<file path="config.mk">
export PLATFORM = sky130hd
export DESIGN_NAME = elevator_scan_ctrl
export DESIGN_NICKNAME = d
export VERILOG_FILES = /design/src/rtl/elevator_pkg.sv /design/src/rtl/elevator_tick_div.sv /design/src/rtl/elevator_scan_ctrl.sv
export SDC_FILE = /design/constraint.sdc
export NUM_CORES = 1
export LEC_CHECK = 0
export CORE_MARGIN = 8
export CORE_UTILIZATION = 40
export CTS_BUF_LIST = sky130_fd_sc_hd__clkbuf_4
export DETAILED_ROUTE_END_ITERATION = 10
export SLEW_MARGIN = 20
export SYNTH_ARGS = -nofsm -noshare
export SYNTH_HDL_FRONTEND = slang
export SYNTH_SLANG_ARGS = --single-unit
</file>
<file path="constraint.sdc">
create_clock -name CLOCK_50 -period 3.73 [get_ports CLOCK_50]
set_input_delay 0.746 -clock CLOCK_50 [delete_from_list [all_inputs] [get_ports CLOCK_50]]
set_output_delay 0.746 -clock CLOCK_50 [all_outputs]
set_load 0.02 [all_outputs]
</file>
<file path="src/rtl/elevator_pkg.sv">
// elevator_pkg: shared FSM states, travel direction and seven-segment codes for the SCAN elevator
package elevator_pkg;
  typedef enum logic [1:0] {IDLE, UP, DOWN, DOOR} state_t;
  typedef enum logic {DIR_UP, DIR_DOWN} dir_t;
  localparam logic [6:0] SEG_1    = 7'b1111001;
  localparam logic [6:0] SEG_2    = 7'b0100100;
  localparam logic [6:0] SEG_3    = 7'b0110000;
  localparam logic [6:0] SEG_4    = 7'b0011001;
  localparam logic [6:0] SEG_5    = 7'b0010010;
  localparam logic [6:0] SEG_6    = 7'b0000010;
  localparam logic [6:0] SEG_7    = 7'b1111000;
  localparam logic [6:0] SEG_8    = 7'b0000000;
  localparam logic [6:0] SEG_9    = 7'b0010000;
  localparam logic [6:0] SEG_DASH = 7'b0111111;
endpackage

</file>
<file path="src/rtl/elevator_tick_div.sv">
// elevator_tick_div: free-running divider, one-cycle tick every TICK_DIV clocks
module elevator_tick_div #(
  parameter int TICK_DIV = 50000000
) (
  input  logic CLOCK_50,
  input  logic RESET,
  output logic tick
);
  localparam int CW = $clog2(TICK_DIV);
  logic [CW-1:0] cnt;
  assign tick = cnt == CW'(TICK_DIV - 1);
  always_ff @(posedge CLOCK_50 or posedge RESET)
    if (RESET) cnt <= '0;
    else cnt <= tick ? '0 : cnt + 1'b1;
endmodule

</file>
<file path="src/rtl/elevator_scan_ctrl.sv">
// elevator_scan_ctrl: N-floor SCAN elevator with latched call mask, timed door and hold.
// Define ELEV_SEG7_EN to add the registered active-low HEX0 floor display.
module elevator_scan_ctrl
  import elevator_pkg::*;
#(
  parameter int N_FLOORS   = 4,
  parameter int FW         = $clog2(N_FLOORS),
  parameter int TICK_DIV   = 50000000,
  parameter int DOOR_TICKS = 3
) (
  input  logic                CLOCK_50,
  input  logic                RESET,
  input  logic                call_valid,
  input  logic [FW-1:0]       call_floor,
  input  logic                hold,
  output logic [FW-1:0]       cur_floor,
  output logic                dir_up,
  output logic                dir_down,
  output logic                door_open,
  output logic                arrive,
  output logic [N_FLOORS-1:0] pending
`ifdef ELEV_SEG7_EN
  ,
  output logic [6:0]          HEX0
`endif
);
  localparam int DW = DOOR_TICKS > 1 ? $clog2(DOOR_TICKS) : 1;
  localparam logic [N_FLOORS-1:0] ONE = N_FLOORS'(1);
  state_t state, state_nxt;
  dir_t last_dir, last_nxt;
  logic [FW-1:0] floor_nxt;
  logic [DW-1:0] door_cnt, door_nxt;
  logic [N_FLOORS-1:0] pending_nxt, set_mask, clr_mask;
  logic tick, step, above, below, here, call_here;
  elevator_tick_div #(.TICK_DIV(TICK_DIV)) u_tick (
    .CLOCK_50(CLOCK_50),
    .RESET(RESET),
    .tick(tick)
  );
  assign dir_up    = state == UP;
  assign dir_down  = state == DOWN;
  assign door_open = state == DOOR;
  always_comb begin
    above = 1'b0;
    below = 1'b0;
    for (int i = 0; i < N_FLOORS; i++) begin
      above |= pending[i] && i > int'(cur_floor);
      below |= pending[i] && i < int'(cur_floor);
    end
    here      = pending[cur_floor];
    call_here = call_valid && call_floor == cur_floor;
    step      = tick && !hold;
    state_nxt = state;
    floor_nxt = cur_floor;
    last_nxt  = last_dir;
    door_nxt  = door_cnt;
    case (state)
      IDLE:
        if (!hold)
          state_nxt = here ? DOOR :
                      last_dir == DIR_UP ? (above ? UP : below ? DOWN : IDLE) :
                                           (below ? DOWN : above ? UP : IDLE);
      UP: begin
        last_nxt  = DIR_UP;
        state_nxt = here ? DOOR : !above ? IDLE : UP;
        if (!here && above && step) floor_nxt = cur_floor + 1'b1;
      end
      DOWN: begin
        last_nxt  = DIR_DOWN;
        state_nxt = here ? DOOR : !below ? IDLE : DOWN;
        if (!here && below && step) floor_nxt = cur_floor - 1'b1;
      end
      default:
        if (call_here) door_nxt = '0;
        else if (step) begin
          if (door_cnt == DW'(DOOR_TICKS - 1)) state_nxt = IDLE;
          else door_nxt = door_cnt + 1'b1;
        end
    endcase
    if (state_nxt == DOOR && state != DOOR) door_nxt = '0;
    // a call for the floor being served is swallowed by the clear
    clr_mask    = state_nxt == DOOR ? ONE << cur_floor : '0;
    set_mask    = call_valid && int'(call_floor) < N_FLOORS ? ONE << call_floor : '0;
    pending_nxt = (pending | set_mask) & ~clr_mask;
  end
  always_ff @(posedge CLOCK_50 or posedge RESET)
    if (RESET) begin
      state     <= IDLE;
      cur_floor <= '0;
      pending   <= '0;
      last_dir  <= DIR_UP;
      door_cnt  <= '0;
      arrive    <= 1'b0;
    end else begin
      state     <= state_nxt;
      cur_floor <= floor_nxt;
      pending   <= pending_nxt;
      last_dir  <= last_nxt;
      door_cnt  <= door_nxt;
      arrive    <= state_nxt == DOOR && state != DOOR;
    end
`ifdef ELEV_SEG7_EN
  logic [4:0] disp;
  logic [6:0] seg_nxt;
  always_comb begin
    disp = 5'(floor_nxt) + 5'd1;
    case (disp)
      5'd1:    seg_nxt = SEG_1;
      5'd2:    seg_nxt = SEG_2;
      5'd3:    seg_nxt = SEG_3;
      5'd4:    seg_nxt = SEG_4;
      5'd5:    seg_nxt = SEG_5;
      5'd6:    seg_nxt = SEG_6;
      5'd7:    seg_nxt = SEG_7;
      5'd8:    seg_nxt = SEG_8;
      5'd9:    seg_nxt = SEG_9;
      default: seg_nxt = SEG_DASH;
    endcase
  end
  always_ff @(posedge CLOCK_50 or posedge RESET)
    if (RESET) HEX0 <= SEG_1;
    else HEX0 <= seg_nxt;
  if (N_FLOORS > 16) begin : g_range_err
    $error("elevator_scan_ctrl: N_FLOORS must not exceed 16 with the display enabled");
  end
`endif
endmodule
</file>
## Word-level counts from Yosys, hierarchy flattened

Index checks and enable logic that the tools add are counted.

| word-level totals | value |
|---|---|
| flip-flop bits (word level) | 38 |
| bits in latches | 0 |
| bits in writable memories | 0 |
| memory bits (read-only) | 0 |
| input port bits | 6 |
| output and inout bits | 10 |
| logic and storage cells | 87 |
| memories kept | 0 |

| operators by class | value |
|---|---|
| $add $sub $neg | 4 |
| multipliers | 0 |
| divide/modulo/power cells | 0 |
| $lt $le $gt $ge | 7 |
| equal/unequal tests | 12 |
| shift-type cells | 2 |
| muxes and demuxes | 27 |
| bitwise gates (word level) | 7 |
| reduce and logical (&&, ||, !) cells | 21 |

Operator list:

| operator | number |
|---|---|
| $mux W2 | 18 |
| $add A26 B1 Y26 const B | 1 |
| $eq A26 B26 Y1 const B | 1 |
| $mux W26 | 1 |
| $logic_and A1 B1 Y1 | 13 |
| $eq A2 B2 Y1 const B | 4 |
| $mux W4 | 2 |
| $shl A1 B2 Y4 const A | 2 |
| $ne A2 B1 Y1 const B | 3 |
| $pmux W2 S3 | 1 |
| $reduce_and A3 Y1 | 2 |
| $add A2 B1 Y2 const B | 2 |
| $and A4 B4 Y4 | 1 |
| $gt A2 B2 Y1 const A | 2 |
| $lt A1 B2 Y1 const A | 2 |
| $not A4 Y4 | 1 |
| $or A1 B1 Y1 | 4 |
| $or A4 B4 Y4 | 1 |
| $pmux W2 S2 | 1 |
| $lt A2 B3 Y1 const B | 1 |
| $ne A3 B2 Y1 const B | 1 |
| $reduce_bool A3 Y1 | 1 |
| $reduce_or A3 Y1 | 1 |
| $bmux W1 S2 | 1 |
| other kinds (11) | 13 |

## Longest topological paths before layout

Gate-level depths: netlist (run 1).

| depth | value |
|---|---|
| depth after elaboration | 14 |
| depth in mapped cells | 7 |
| depth with buffers taken out | 7 |

## Hierarchy

A second synthesis (run 1) with hierarchy kept.

| unflattened totals | value |
|---|---|
| cells, all modules | 225 |
| area, all modules | 2,212.1 sq um |

By module, submodules not included:

| module | instances | cells each | area each (sq um) | seq. area each (sq um) |
|---|---|---|---|---|
| elevator_tick_div | 1 | 127 | 1,298.7 | 650.6 |
| elevator_scan_ctrl | 1 | 98 | 913.4 | 300.3 |

## Worst setup path before layout (run 1)

No wires, ideal clock.

| timing path | value |
|---|---|
| kind | register to register |
| from | reg cur_floor[0] |
| to | reg pending[0] |
| data arrival time | 2,225 ps |
| data required time | 3,587 ps |
| slack | 1,363 ps |
| cell stages (with the launch flop) | 8 |
| buffers on the path | 0 |
| path through | dfrtp_1 inv_1 ha_1 or3b_2 and4_1 o32a_1 o21ai_1 a41oi_1 |

| on the way | value |
|---|---|
| word-level cells in the longest chain between the ends | 14 |

RTL lines:

| item | line | source |
|---|---|---|
| start, declared | elevator_scan_ctrl.sv:16 | `output logic [FW-1:0] cur_floor,` |
| start signal, assigned | elevator_scan_ctrl.sv:96 | `cur_floor <= floor_nxt;` |
| $gt A1 B2 Y1 (tied with other cells) | elevator_scan_ctrl.sv:47 | `above \|= pending[i] && i > int'(cur_floor);` |
| $logic_and A1 B1 Y1 (on tied branches) | elevator_scan_ctrl.sv:47, elevator_scan_ctrl.sv:48 |  |
| $or A1 B1 Y1 (on tied branches) (2 in series) | elevator_scan_ctrl.sv:47, elevator_scan_ctrl.sv:48 |  |
| $mux W1 or $mux W2 (tied branches) | - |  |
| $mux W2 (on tied branches) | elevator_scan_ctrl.sv:62, elevator_scan_ctrl.sv:61 |  |
| $mux W2 | elevator_scan_ctrl.sv:61 | `last_dir == DIR_UP ? (above ? UP : below ? DOWN : IDLE) :` |
| $mux W2 | elevator_scan_ctrl.sv:60 | `state_nxt = here ? DOOR :` |
| $mux W2 | elevator_scan_ctrl.sv:59 | `if (!hold)` |
| $pmux W2 S3 | elevator_scan_ctrl.sv:57 | `case (state)` |
| $eq A2 B2 Y1 | elevator_scan_ctrl.sv:82 | `clr_mask = state_nxt == DOOR ? ONE << cur_floor : '0;` |
| $mux W4 (*) | elevator_scan_ctrl.sv:82 |  |
| $not A4 Y4 (*) | elevator_scan_ctrl.sv:84 | `pending_nxt = (pending \| set_mask) & ~clr_mask;` |
| $and A4 B4 Y4 (*) | elevator_scan_ctrl.sv:84 |  |
| named net pending_nxt[0] | elevator_scan_ctrl.sv:33 | `logic [N_FLOORS-1:0] pending_nxt, set_mask, clr_mask;` |
| end signal, assigned | elevator_scan_ctrl.sv:97 | `pending <= pending_nxt;` |
| end, declared | elevator_scan_ctrl.sv:21 | `output logic [N_FLOORS-1:0] pending` |

The timed path passes the listed nets; every way through them passes the cells marked *. The select of a mux whose other input is x is not followed.
A chain may end at the register's enable or synchronous reset.

## Worst setup path after layout (run 1)

| timing path | value |
|---|---|
| from | reg state[0] |
| to | out door_open |

| on the way | value |
|---|---|
| word-level cells in the longest chain between the ends | 1 |

RTL lines:

| item | line | source |
|---|---|---|
| start, declared | elevator_scan_ctrl.sv:29 | `state_t state, state_nxt;` |
| start signal, assigned | elevator_scan_ctrl.sv:95 | `state <= state_nxt;` |
| $eq A2 B2 Y1 | elevator_scan_ctrl.sv:42 | `assign door_open = state == DOOR;` |
| end, declared | elevator_scan_ctrl.sv:19 | `output logic door_open,` |

No other way between the ends.

==> results of run 1 <==
-- cell usage after synthesis, types with 2 or more instances --
master / count
and3_1: 2
nand2b_1: 6
nand3_1: 19
a41oi_1: 4
nand4_1: 7
inv_1: 13
nor3_1: 3
dfrtp_1: 38
a21oi_1: 4
nor2_1: 21
or2_2: 2
and3_2: 2
xnor2_1: 10
nor4_4: 2
nor4_1: 3
ha_1: 12
or3b_2: 2
nor2b_1: 4
a31oi_1: 9
nand2_1: 14
a311oi_1: 2
nand3b_1: 2
xor2_1: 17
and4_1: 2
mux2_2: 2
-- state kept, by name (all words and copies together), names as in the netlist --
| name | cells |
|---|---|
| state | 2 |
| cur_floor | 2 |
| last_dir | 1 |
| u_tick.cnt | 26 |
| arrive | 1 |
| door_cnt | 2 |
| pending | 4 |
-- how the worst max path moves through the flow --
stage	slack, ns	end	cells past startpoint
finish	1.06	door_open	2
global route	0.92	door_open	2
CTS	1.03	door_open	2
detailed placement	1.05	pending[3]	6
global placement	1.11	pending[0]	6
floorplan	1.36	pending[0]	7
-- cell type report --
class / count / area [um2]
fill: 547 / 2930
inverter: 13 / 48.8
multi-input combinational: 171 / 1220
timing repair buffer: 18 / 173
tap: 72 / 90.1
clock buffer: 7 / 52.6
sequential: 38 / 951
-- metrics by stage --
step / utilization / instance area, um2
6_report: 0.464 / 2540
5_1_grt: 0.464 / 2540
2_1_floorplan: - / 2240
3_3_place_gp: 0.454 / 2490
3_5_place_dp: 0.454 / 2490
4_1_cts: 0.464 / 2540
-- cells by family after synthesis --
kind of cell             after synthesis  synth area share
adder cells (fa/ha/maj)               12            0.0670
AO/OA/AOI/OAI                         29            0.0950
XOR/XNOR                              27             0.106
AND/OR/NAND/NOR                       99             0.254
flip-flops                            38             0.425
buffers and inverters                 16            0.0290
multiplexers                           4            0.0251
-- metal layers --
metal | up-vias | wire [um] | share of wire
met5 | - | 0 | 0
met1 | 811 | 1980 | 0.45
met3 | 9 | 192 | 0.044
li1 | 854 | - | -
met2 | 28 | 2130 | 0.49
met4 | 0 | 72 | 0.016
-- power by group --
part           internal, uW  switching (uW)  leakage [uW]
sequential              468            76.2      0.000491
combinational           358             426      0.000599
clock                  85.7             125     0.0000322
-- worst max-delay path, stage by stage (launching register included) --
cell,delay [ns]
dfrtp_1,0.48
ha_1,0.43
clkdlybuf4s50_1,0.68
==> results.json, run 1 <==
{
  "worstPathMaxFanout": 12,
  "grt-ovfl-total": 0,
  "ioPinCount": 16,
  "fin_crit_ns": 2.67,
  "netlist_area_um2": 2240,
  "dp.final_hpwl_um": 3190,
  "post_drt_wl_per_cell_um": 13.7,
  "firstDrtPassIters": 4,
  "cts_tree": "done",
  "cts.clk_slew.worst_paths_ns": 0.10,
  "ys_ff_latch": 38,
  "min_from": "u_tick.cnt[6]",
  "layout_common_cells": "dfrtp_1, nor2_1, nand3_1, xor2_1, clkdlybuf4s50_1",
  "r2r_slack_ns": 1.22,
  "synth_enable_flop_cells": 0,
  "hold_end": "u_tick.cnt[6]",
  "synthArstFlopShare": 1.00,
  "start_util": 0.409,
  "max_freq_mhz": 374,
  "reg2reg_depth": 7,
  "drc": 0,
  "cts_sinks": 38,
  "layout.cells.non_filler": 319,
  "cts-buffers-inserted": 5,
  "use_met3": 0.0333,
  "clk_path_buf_depth": 2,
  "cts_hold_buf": 0,
  "ant_nets": 0,
  "hold_slack_ns": 0.499,
  "hold_viol_final": 0,
  "rows": 27,
  "cts.repair.resized": 0,
  "final_common_cell": "dfrtp_1",
  "grt_pass1_vias": 1685,
  "via_per_inst": 5.34,
  "drt_iter0_markers": 59,
  "pre_cts_slack_ns": 1.05,
  "critPathRequiredTime_ns": 2.98,
  "clk_latency_ns": 0.34,
  "synth_flop_cell": "dfrtp_1",
  "drt_wl_total_um": 4380,
  "worst_slew_pin_slew_ns": 0.735,
  "grt.busiest_layer": "met2",
  "fin_nets": 265,
  "drv_cap": 0,
  "setup_ws_ns": 1.06,
  "antennaDiodeCount": 0,
  "grt_max_degree": 39,
  "setup.worst_path.start": "state[0]",
  "port_buffers": 15,
  "setup_violations": 0,
  "min_period_over_period": 0.717,
  "end_kind": "output pin",
  "slew_viol_final": 0,
  "syn_area_per_cell_um2": 9.95,
  "die_h_um": 90.8,
  "h-tree-depth": 2,
  "core_area_um2": 5470,
  "synth_top_cell_area_share": 0.425,
  "track_usage": 0.112,
  "met1_usage": 0.129,
  "cts_root_buf": "clkbuf_4",
  "synthDistinctLibCells": 48,
  "maxSlewHeadroom": 0.505,
  "yosysWarnings": 0,
  "die_w_um": 90.8,
  "r2r_end": "pending[3]",
  "grt_antenna_before_repair": 0,
  "synth_area_leaders": "dfrtp_1, ha_1, xor2_1",
  "max-vdd-ir-drop_mv": 0.293,
  "yosysTopAreaCell": "dfrtp_1",
  "timing.rr.start": "cur_floor[0]",
  "syn_inst": 225,
  "grt_pass1_wl_um": 7630,
  "gp_congestion": 0.869,
  "synth_nets": 243,
  "hold_path.class": "reg2reg",
  "via_count": 1702,
  "hold_depth": 1,
  "total_leakage_power_uw": 0.00112,
  "syn2layout_area_growth_pct": 13.4,
  "cp_data_arrival_time_ns": 1.93,
  "grtUsageMet2": 0.187,
  "power_uw": 1540,
  "drive_gt1_frac": 0.0972,
  "seq_area_frac_synth": 0.425,
  "fin_skew_ns": 0.0122,
  "rsz0062_at_grt": "no",
  "cts_setup_buffers": 0,
  "status": "completed",
  "start_kind": "flop",
  "power_density_nw_per_um2": 606,
  "die_area_um2": 8250,
  "tns_ns": 0,
  "dp_cells": 312,
  "worstSetupPathType": "reg2out"
}
(Power assumes the default switching activity.)
==> run 2: changes to the inputs <==
clock period = 2.5 ns   (was 3.73 ns; I/O delays follow)
==> run 2 against run 1 <==
  * First-iteration DRC count unchanged
  * Sequential power up 45%
  * Non-clock buffer count rose by 5
  * Clock power increased by 45%
  * Clock skew down 0.0048 ns
  * Utilization grew 0.75 points
  * Final cell count up 1.9%
  * Global-route usage grew 0.63 points
  * Critical path type unchanged
  * Highest routed layer unchanged
==> results.json, run 2 (synthesis gave the netlist of run 1 again) <==
{
  "status": "completed",
  "syn2layout_area_growth_pct": 15.2,
  "drt_wl_total_um": 4480,
  "start_util": 0.409,
  "pre_cts_slack_ns": 0.202,
  "grt-ovfl-total": 0,
  "die_w_um": 90.8,
  "via_count": 1730,
  "fin_nets": 270,
  "worst_slew_pin_slew_ns": 0.487,
  "cts_setup_buffers": 0,
  "cts.repair.resized": 0,
  "final_common_cell": "dfrtp_1",
  "power_uw": 2340,
  "h-tree-depth": 2,
  "tns_ns": 0,
  "stdcell_area_um2": 2580,
  "start_kind": "flop",
  "fin_skew_ns": 0.00746,
  "gp_congestion": 0.874,
  "antennaDiodeCount": 0,
  "cts_tree": "done",
  "cts_root_buf": "clkbuf_4",
  "die_area_um2": 8250,
  "drv_cap": 0,
  "core_area_um2": 5470,
  "firstDrtPassIters": 4,
  "min_period_over_period": 0.917,
  "setup_ws_ns": 0.208,
  "power_density_nw_per_um2": 907,
  "slew_viol_final": 0,
  "hold_viol_final": 0,
  "die_h_um": 90.8,
  "setup_violations": 0,
  "worstPathMaxFanout": 6,
  "cts.clk_slew.worst_paths_ns": 0.12,
  "ioPinCount": 16,
  "critPathRequiredTime_ns": 2.00,
  "rsz0062_at_grt": "no",
  "end_kind": "output pin",
  "fin_crit_ns": 2.29,
  "drive_gt1_frac": 0.115,
  "critical-path-top-delay-family": "buffers and inverters",
  "largest-register": "u_tick.cnt",
  "cts_hold_buf": 0,
  "cpPeakStageDelay_ns": 0.64,
  "n_fill_cell": 521,
  "post_dp_cell_area_um2": 2520,
  "port_buffers": 15,
  "grt_antenna_before_repair": 0,
  "layout_common_cells": "dfrtp_1, nor2_1, nand3_1, xor2_1",
  "cp_data_arrival_time_ns": 1.79,
  "clk_latency_ns": 0.34,
  "via_per_inst": 5.32,
  "dp.final_hpwl_um": 3330,
  "largest_reg_flops": 26,
  "grt_max_degree": 39,
  "clk_path_buf_depth": 2,
  "cts_sinks": 38,
  "worstSetupPathType": "reg2out",
  "drt_iter0_markers": 59,
  "drc": 0,
  "grt_pass1_wl_um": 8150,
  "path_cells": "inv_1 > ha_1 > clkdlybuf4s50_1",
  "max_freq_mhz": 436,
  "crit_path_top_delay_cell": "clkdlybuf4s50_1",
  "grt_pass1_vias": 1781,
  "total_leakage_power_uw": 0.00116,
  "maxSlewHeadroom": 0.675,
  "rows": 27,
  "track_usage": 0.118,
  "crit_buf_inv": 2,
  "post_drt_wl_per_cell_um": 13.8,
  "cts-buffers-inserted": 5,
  "max-vdd-ir-drop_mv": 0.460,
  "ant_nets": 0,
  "reg_top3": "u_tick.cnt (26), pending (4)",
  "hold_path.class": "reg2reg"
}
-- run 2: power breakdown --
part	total, uW	switching (uW)	leakage (uW)	internal [uW]
clock network	307	202	0.0000286	105
registers	787	87.6	0.000491	699
logic	1250	685	0.000635	561
total	2340	975	0.00116	1370
-- run 2: per-stage QoR --
| step | util | hold slack [ns] | cells |
|---|---|---|---|
| 6_report | 0.471 | 0.504 | 325 |
| 5_1_grt | 0.471 | 0.528 | 325 |
| 4_1_cts | 0.471 | 0.506 | 325 |
| 3_5_place_dp | 0.461 | 0.483 | 317 |
| 3_3_place_gp | 0.461 | 0.489 | 317 |
| 2_1_floorplan | - | 0.454 | 225 |
-- run 2: cell type report --
| class | instances | area [um2] | share of cell area |
|---|---|---|---|
| multi-input cells | 171 | 1220 | 0.474 |
| flip-flops and latches | 38 | 951 | 0.369 |
| repair buffers | 23 | 213 | 0.0824 |
| well taps | 72 | 90.1 | 0.0349 |
| inverters | 13 | 48.8 | 0.0189 |
| clock buffers | 5 | 37.5 | 0.0145 |
| clock inverters | 3 | 16.3 | 0.00630 |
-- run 2: path summary, 6_finish.rpt --
kind	from	endpoint	slack, ns	depth (start not counted)
max reg2reg	cur_floor[0]	pending[2]	0.24	7
min	u_tick.cnt[6]	u_tick.cnt[6]	0.50	1
max in group asynchronous	RESET	u_tick.cnt[24]	1.59	3
max	state[1]	dir_up	0.21	3
min in group asynchronous	RESET	cur_floor[0]	0.56	3
min reg2reg	u_tick.cnt[6]	u_tick.cnt[6]	0.50	1
-- run 2: worst register-to-register path, delay by kind of cell (launching register included) --
family	cells	cell delay, ns
fa+ha+maj	1	0.22
buf+inv	1	0.09
flops	1	0.37
simple gates	2	0.69
compound gates	3	0.75
-- run 2: metal layers --
layer / vias to the layer above / track usage / share of wire
li1: 865 / - / -
met1: 829 / 0.140 / 0.46
met2: 32 / 0.195 / 0.49
met3: 4 / 0.0357 / 0.041
met4: 0 / 0.0464 / 0.010
met5: - / 0 / 0
==> edit 1: new RTL, config.mk and constraints of run 2 <==
`TICK_DIV` is set to 50000000 in 2 places; all go to 100000000.
--- a/src/rtl/elevator_tick_div.sv
+++ b/src/rtl/elevator_tick_div.sv
@@ -1,6 +1,6 @@
 // elevator_tick_div: free-running divider, one-cycle tick every TICK_DIV clocks
 module elevator_tick_div #(
-  parameter int TICK_DIV = 50000000
+  parameter int TICK_DIV = 100000000
 ) (
   input  logic CLOCK_50,
   input  logic RESET,
--- a/src/rtl/elevator_scan_ctrl.sv
+++ b/src/rtl/elevator_scan_ctrl.sv
@@ -5,7 +5,7 @@
 #(
   parameter int N_FLOORS   = 4,
   parameter int FW         = $clog2(N_FLOORS),
-  parameter int TICK_DIV   = 50000000,
+  parameter int TICK_DIV   = 100000000,
   parameter int DOOR_TICKS = 3
 ) (
   input  logic                CLOCK_50,
Behaviour: no difference found for any inputs over 10 cycles, from zero or initial values and one cycle with RESET high; that may be too few to reach the edited logic, so the function may still have changed.
==> edit 1 against run 2 <==
Clock skew up 0.0032 ns; hold slack worse by 0.0082 ns; area after synthesis up 7.4%; count of clock-buffer cells in the layout up 1; wire length up 18%; worst setup slack worse by 0.039 ns; total power up 2.2%; design area up 6.3%; sequential cell count up 1; global-route usage up 1.4 points; core utilization down 0.29 points; fmax down 1.7%; critical endpoint is now state[1]$_DFF_PP0_; largest cell class unchanged.
==> edit 1: results (changes against run 2) <==
INFO  metric synth.area.mux_share = 0.00936 (-0.0158)
INFO  metric critPathArrivalTime = 2.57 ns (+0.78 ns)
INFO  metric syn_avg_cell_area = 9.55 um2 (-4.1%)
INFO  metric groute.layer.met2.usage = 0.213 (+0.0178)
INFO  metric hold_slack = 0.496 ns (-0.00816 ns)
INFO  metric r2r_setup_slack = 0.17 ns (-0.07 ns)
INFO  metric ys_seq_area_frac = 0.406 (-0.0190)
INFO  metric place_congestion = 0.824 (-5.8%)
INFO  metric p_leak = 1.16 nW (+0.26%)
INFO  metric post_route_cells_drive_above_1_share = 0.116 (+0.000899)
INFO  metric layout.filler_cells = 561 (+7.7%)
INFO  metric run_status = completed
INFO  metric place_area = 2680 um2 (+6.2%)
INFO  metric avgViaCountPerCell = 5.52 (+3.6%)
INFO  metric clock_skew = 0.0107 ns (+0.00323 ns)
INFO  metric grt_start_max_net_pins = 40 (+2.6%)
INFO  metric power.sequential.fraction = 0.334 (-0.002)
INFO  metric synth_fa_ha_area_frac = 0.0624 (-0.00464)
INFO  metric place_inst = 344 (+8.5%)
INFO  metric drt-wirelength-per-cell = 15.0 um (+9.2%)
INFO  metric metal2_wl = 2.50 mm (+13%)
INFO  metric synth_compound_area_frac = 0.127 (+0.0324)
INFO  metric layout.cells.non_filler = 352 (+8.3%)
INFO  metric global_route.usage.met3 = 0.0313 (-0.00449)
INFO  metric layout_worst_path_cycle_share = 0.933 (+0.0156)
INFO  metric grt.total_usage = 0.132 (+0.0140)
-- edit 1: final cells by class --
| type | count | area [um2] | share of cell area |
|---|---|---|---|
| Clock buffer | 6 | 45.0 | 0.0164 |
| Clock inverter | 2 | 12.5 | 0.00456 |
| Inverter | 15 | 56.3 | 0.0205 |
| Multi-Input combinational cell | 193 | 1360 | 0.494 |
| Sequential cell | 39 | 976 | 0.356 |
| Tap cell | 75 | 93.8 | 0.0342 |
| Timing Repair Buffer | 22 | 203 | 0.0739 |
-- edit 1: logic make-up (layout without fill, tap and decap cells) --
logic type | count (synthesis) | count (layout)
AOI/OAI and AO/OA | 43 | 43
xor gates and xnor gates | 24 | 24
adders and majority gates | 12 | 12
buffers and inverters | 20 | 45
DFF | 39 | 39
muxes | 1 | 1
and+or+nand+nor | 113 | 113
==> edit 2: new RTL, config.mk and constraints of run 2 <==
Made on the original files. Encoding of `state_t`: now one-hot (4 bits for 4 states).
--- a/src/rtl/elevator_pkg.sv
+++ b/src/rtl/elevator_pkg.sv
@@ -1,6 +1,6 @@
 // elevator_pkg: shared FSM states, travel direction and seven-segment codes for the SCAN elevator
 package elevator_pkg;
-  typedef enum logic [1:0] {IDLE, UP, DOWN, DOOR} state_t;
+  typedef enum logic [3:0] {IDLE = 4'b0001, UP = 4'b0010, DOWN = 4'b0100, DOOR = 4'b1000} state_t;
   typedef enum logic {DIR_UP, DIR_DOWN} dir_t;
   localparam logic [6:0] SEG_1    = 7'b1111001;
   localparam logic [6:0] SEG_2    = 7'b0100100;
Formal check against the unedited RTL: same outputs for any inputs over 10 cycles, from zero or initial values and one cycle with RESET high; not proved beyond that.
==> edit 2 against run 2 <==
Area after synthesis fell by 2.0%; critical path depth is 4 higher; wire length rose by 0.38%; worst setup slack lost 0.12 ns; sequential cell count rose by 2; critical endpoint is now door_cnt[1]$_DFFE_PP0P_; core utilization up 2.6 points; design area rose by 4.2%.
Power is not compared: it rests on default switching activity, and its combinational part moved more than twofold at a synthesized area within 25%.
==> edit 2: results (changes against run 2) <==
INFO  metric run_status = completed
INFO  metric ys_seq_area_frac = 0.456 (+0.0318)
INFO  metric place_congestion = 0.769 (-12%)
INFO  metric worstPathBufferInverterCount = 1 (-1)
INFO  metric grt_start_max_net_pins = 41 (+5.1%)
INFO  metric biggestRegsByFlops = u_tick.cnt: 26 flops, pending: 4 flops, state: 4 flops
INFO  metric critPathArrivalTime = 2.70 ns (+0.91 ns)
INFO  metric synthTopCellsByCount = sky130_fd_sc_hd__dfrtp_1 (39), sky130_fd_sc_hd__nor2_1 (25), sky130_fd_sc_hd__xor2_1 (17)
INFO  metric hpwl = 3.31 mm (-0.64%)
INFO  metric synthFlopType = sky130_fd_sc_hd__dfrtp_1
INFO  metric cts-resized-gates = 2 (+2)
INFO  metric post_synth_num_cell_types = 45 (-6.3%)
INFO  metric worst_setup_path_startpoint = u_tick.cnt[10]$_DFF_PP0_
INFO  metric place_area = 2560 um2 (+1.4%)
INFO  metric path_max_fanout = 4 (-2)
INFO  metric drt-pass1-iter-count = 4 (unchanged)
INFO  metric grt.total_usage = 0.115 (-0.00353)
INFO  metric post_synth_main_area_contributors = sky130_fd_sc_hd__dfrtp_1 (44%), sky130_fd_sc_hd__xor2_1 (6.8%), sky130_fd_sc_hd__xnor2_1 (4.8%)
INFO  metric timing.max_slew.rel_slack = 0.667 (-0.00827)
INFO  metric timing.critical_path.to = door_cnt[1]$_DFFE_PP0P_
INFO  metric longest_individual_stage_delay_on_the_worst_path = 0.56 ns (-0.08 ns)
INFO  metric r2r_setup_slack = 0.09 ns (-0.15 ns)
INFO  metric switching_share = 0.306
INFO  metric clock_skew = 0.0155 ns (+0.00809 ns)
INFO  metric post_route_cells_drive_above_1_share = 0.170 (+0.0553)
INFO  metric critPathSlowestCell = sky130_fd_sc_hd__or4b_4
INFO  metric grt_pass1_wl = 7.83 mm (-3.9%)
INFO  metric wl = 4.50 mm (+0.38%)
INFO  metric timing.critical_path.max_delay_family = simple AND/OR/NAND/NOR gates
INFO  metric synth_nets = 232 (-4.5%)
edit 2: changes by cell type after synthesis, sizes merged, moves of 4 or more:
| cell | delta |
|---|---|
| a41oi | -4 |
| nor2 | +4 |
| nand3 | -5 |
| nand2b | -4 |
| ha | -4 |
edit 2: how the worst min path moves through the flow:
stage	start	endpoint	slack (ns)	cells after the start
after floorplan	u_tick.cnt[9]$_DFF_PP0_	u_tick.cnt[9]$_DFF_PP0_	0.46	1
after global placement	u_tick.cnt[11]$_DFF_PP0_	u_tick.cnt[11]$_DFF_PP0_	0.48	1
after detailed placement	u_tick.cnt[4]$_DFF_PP0_	u_tick.cnt[4]$_DFF_PP0_	0.48	1
after CTS	u_tick.cnt[4]$_DFF_PP0_	u_tick.cnt[4]$_DFF_PP0_	0.51	1
after global routing	u_tick.cnt[11]$_DFF_PP0_	u_tick.cnt[11]$_DFF_PP0_	0.52	1
final	u_tick.cnt[4]$_DFF_PP0_	u_tick.cnt[4]$_DFF_PP0_	0.51	1
edit 2: per-layer routing:
layer	routed length [um]	vias up	global-route usage
met5	0	-	0
met2	2140	18	0.176
met1	2160	809	0.147
met4	40	0	0.0458
li1	-	852	-
met3	154	4	0.0349
edit 2: cells by family after synthesis:
logic type / count (synthesis) / synth area share
and+or+nand+nor: 94 / 0.254
adders and majority gates: 8 / 0.0456
AOI/OAI and AO/OA: 29 / 0.0889
muxes: 1 / 0.0103
buffers and inverters: 17 / 0.0296
DFF: 40 / 0.456
xor gates and xnor gates: 29 / 0.116
edit 2: cell type report:
type / count / area (um2)
clock buffers: 6 / 45.0
clock inverters: 2 / 60.1
fillers: 518 / 2720
inverters: 14 / 52.6
multi-input cells: 161 / 1140
flip-flops and latches: 40 / 1000
well taps: 72 / 90.1
repair buffers: 36 / 302
edit 2: per-stage QoR:
| stage | hold WS (ns) | cells | worst slack, ns | power (mW) |
|---|---|---|---|---|
| 5_1_grt | 0.521 | 331 | -0.0233 | 2.00 |
| 3_3_place_gp | 0.482 | 320 | -0.0448 | 1.36 |
| 2_1_floorplan | 0.457 | 218 | 0.137 | 1.14 |
| 4_1_cts | 0.507 | 328 | 0.0112 | 1.90 |
| 6_report | 0.506 | 331 | 0.0874 | 1.89 |
| 3_5_place_dp | 0.484 | 320 | -0.0551 | 1.36 |
edit 2: power by group through the flow:
| stage | sequential [mW] | clock [mW] | combinational [mW] |
|---|---|---|---|
| 6_report | 0.795 | 0.533 | 0.564 |
| 2_1_floorplan | 0.836 | 0 | 0.303 |
| 3_3_place_gp | 0.810 | 0 | 0.550 |
| 3_5_place_dp | 0.813 | 0 | 0.552 |
| 5_1_grt | 0.810 | 0.578 | 0.615 |
| 4_1_cts | 0.799 | 0.550 | 0.553 |
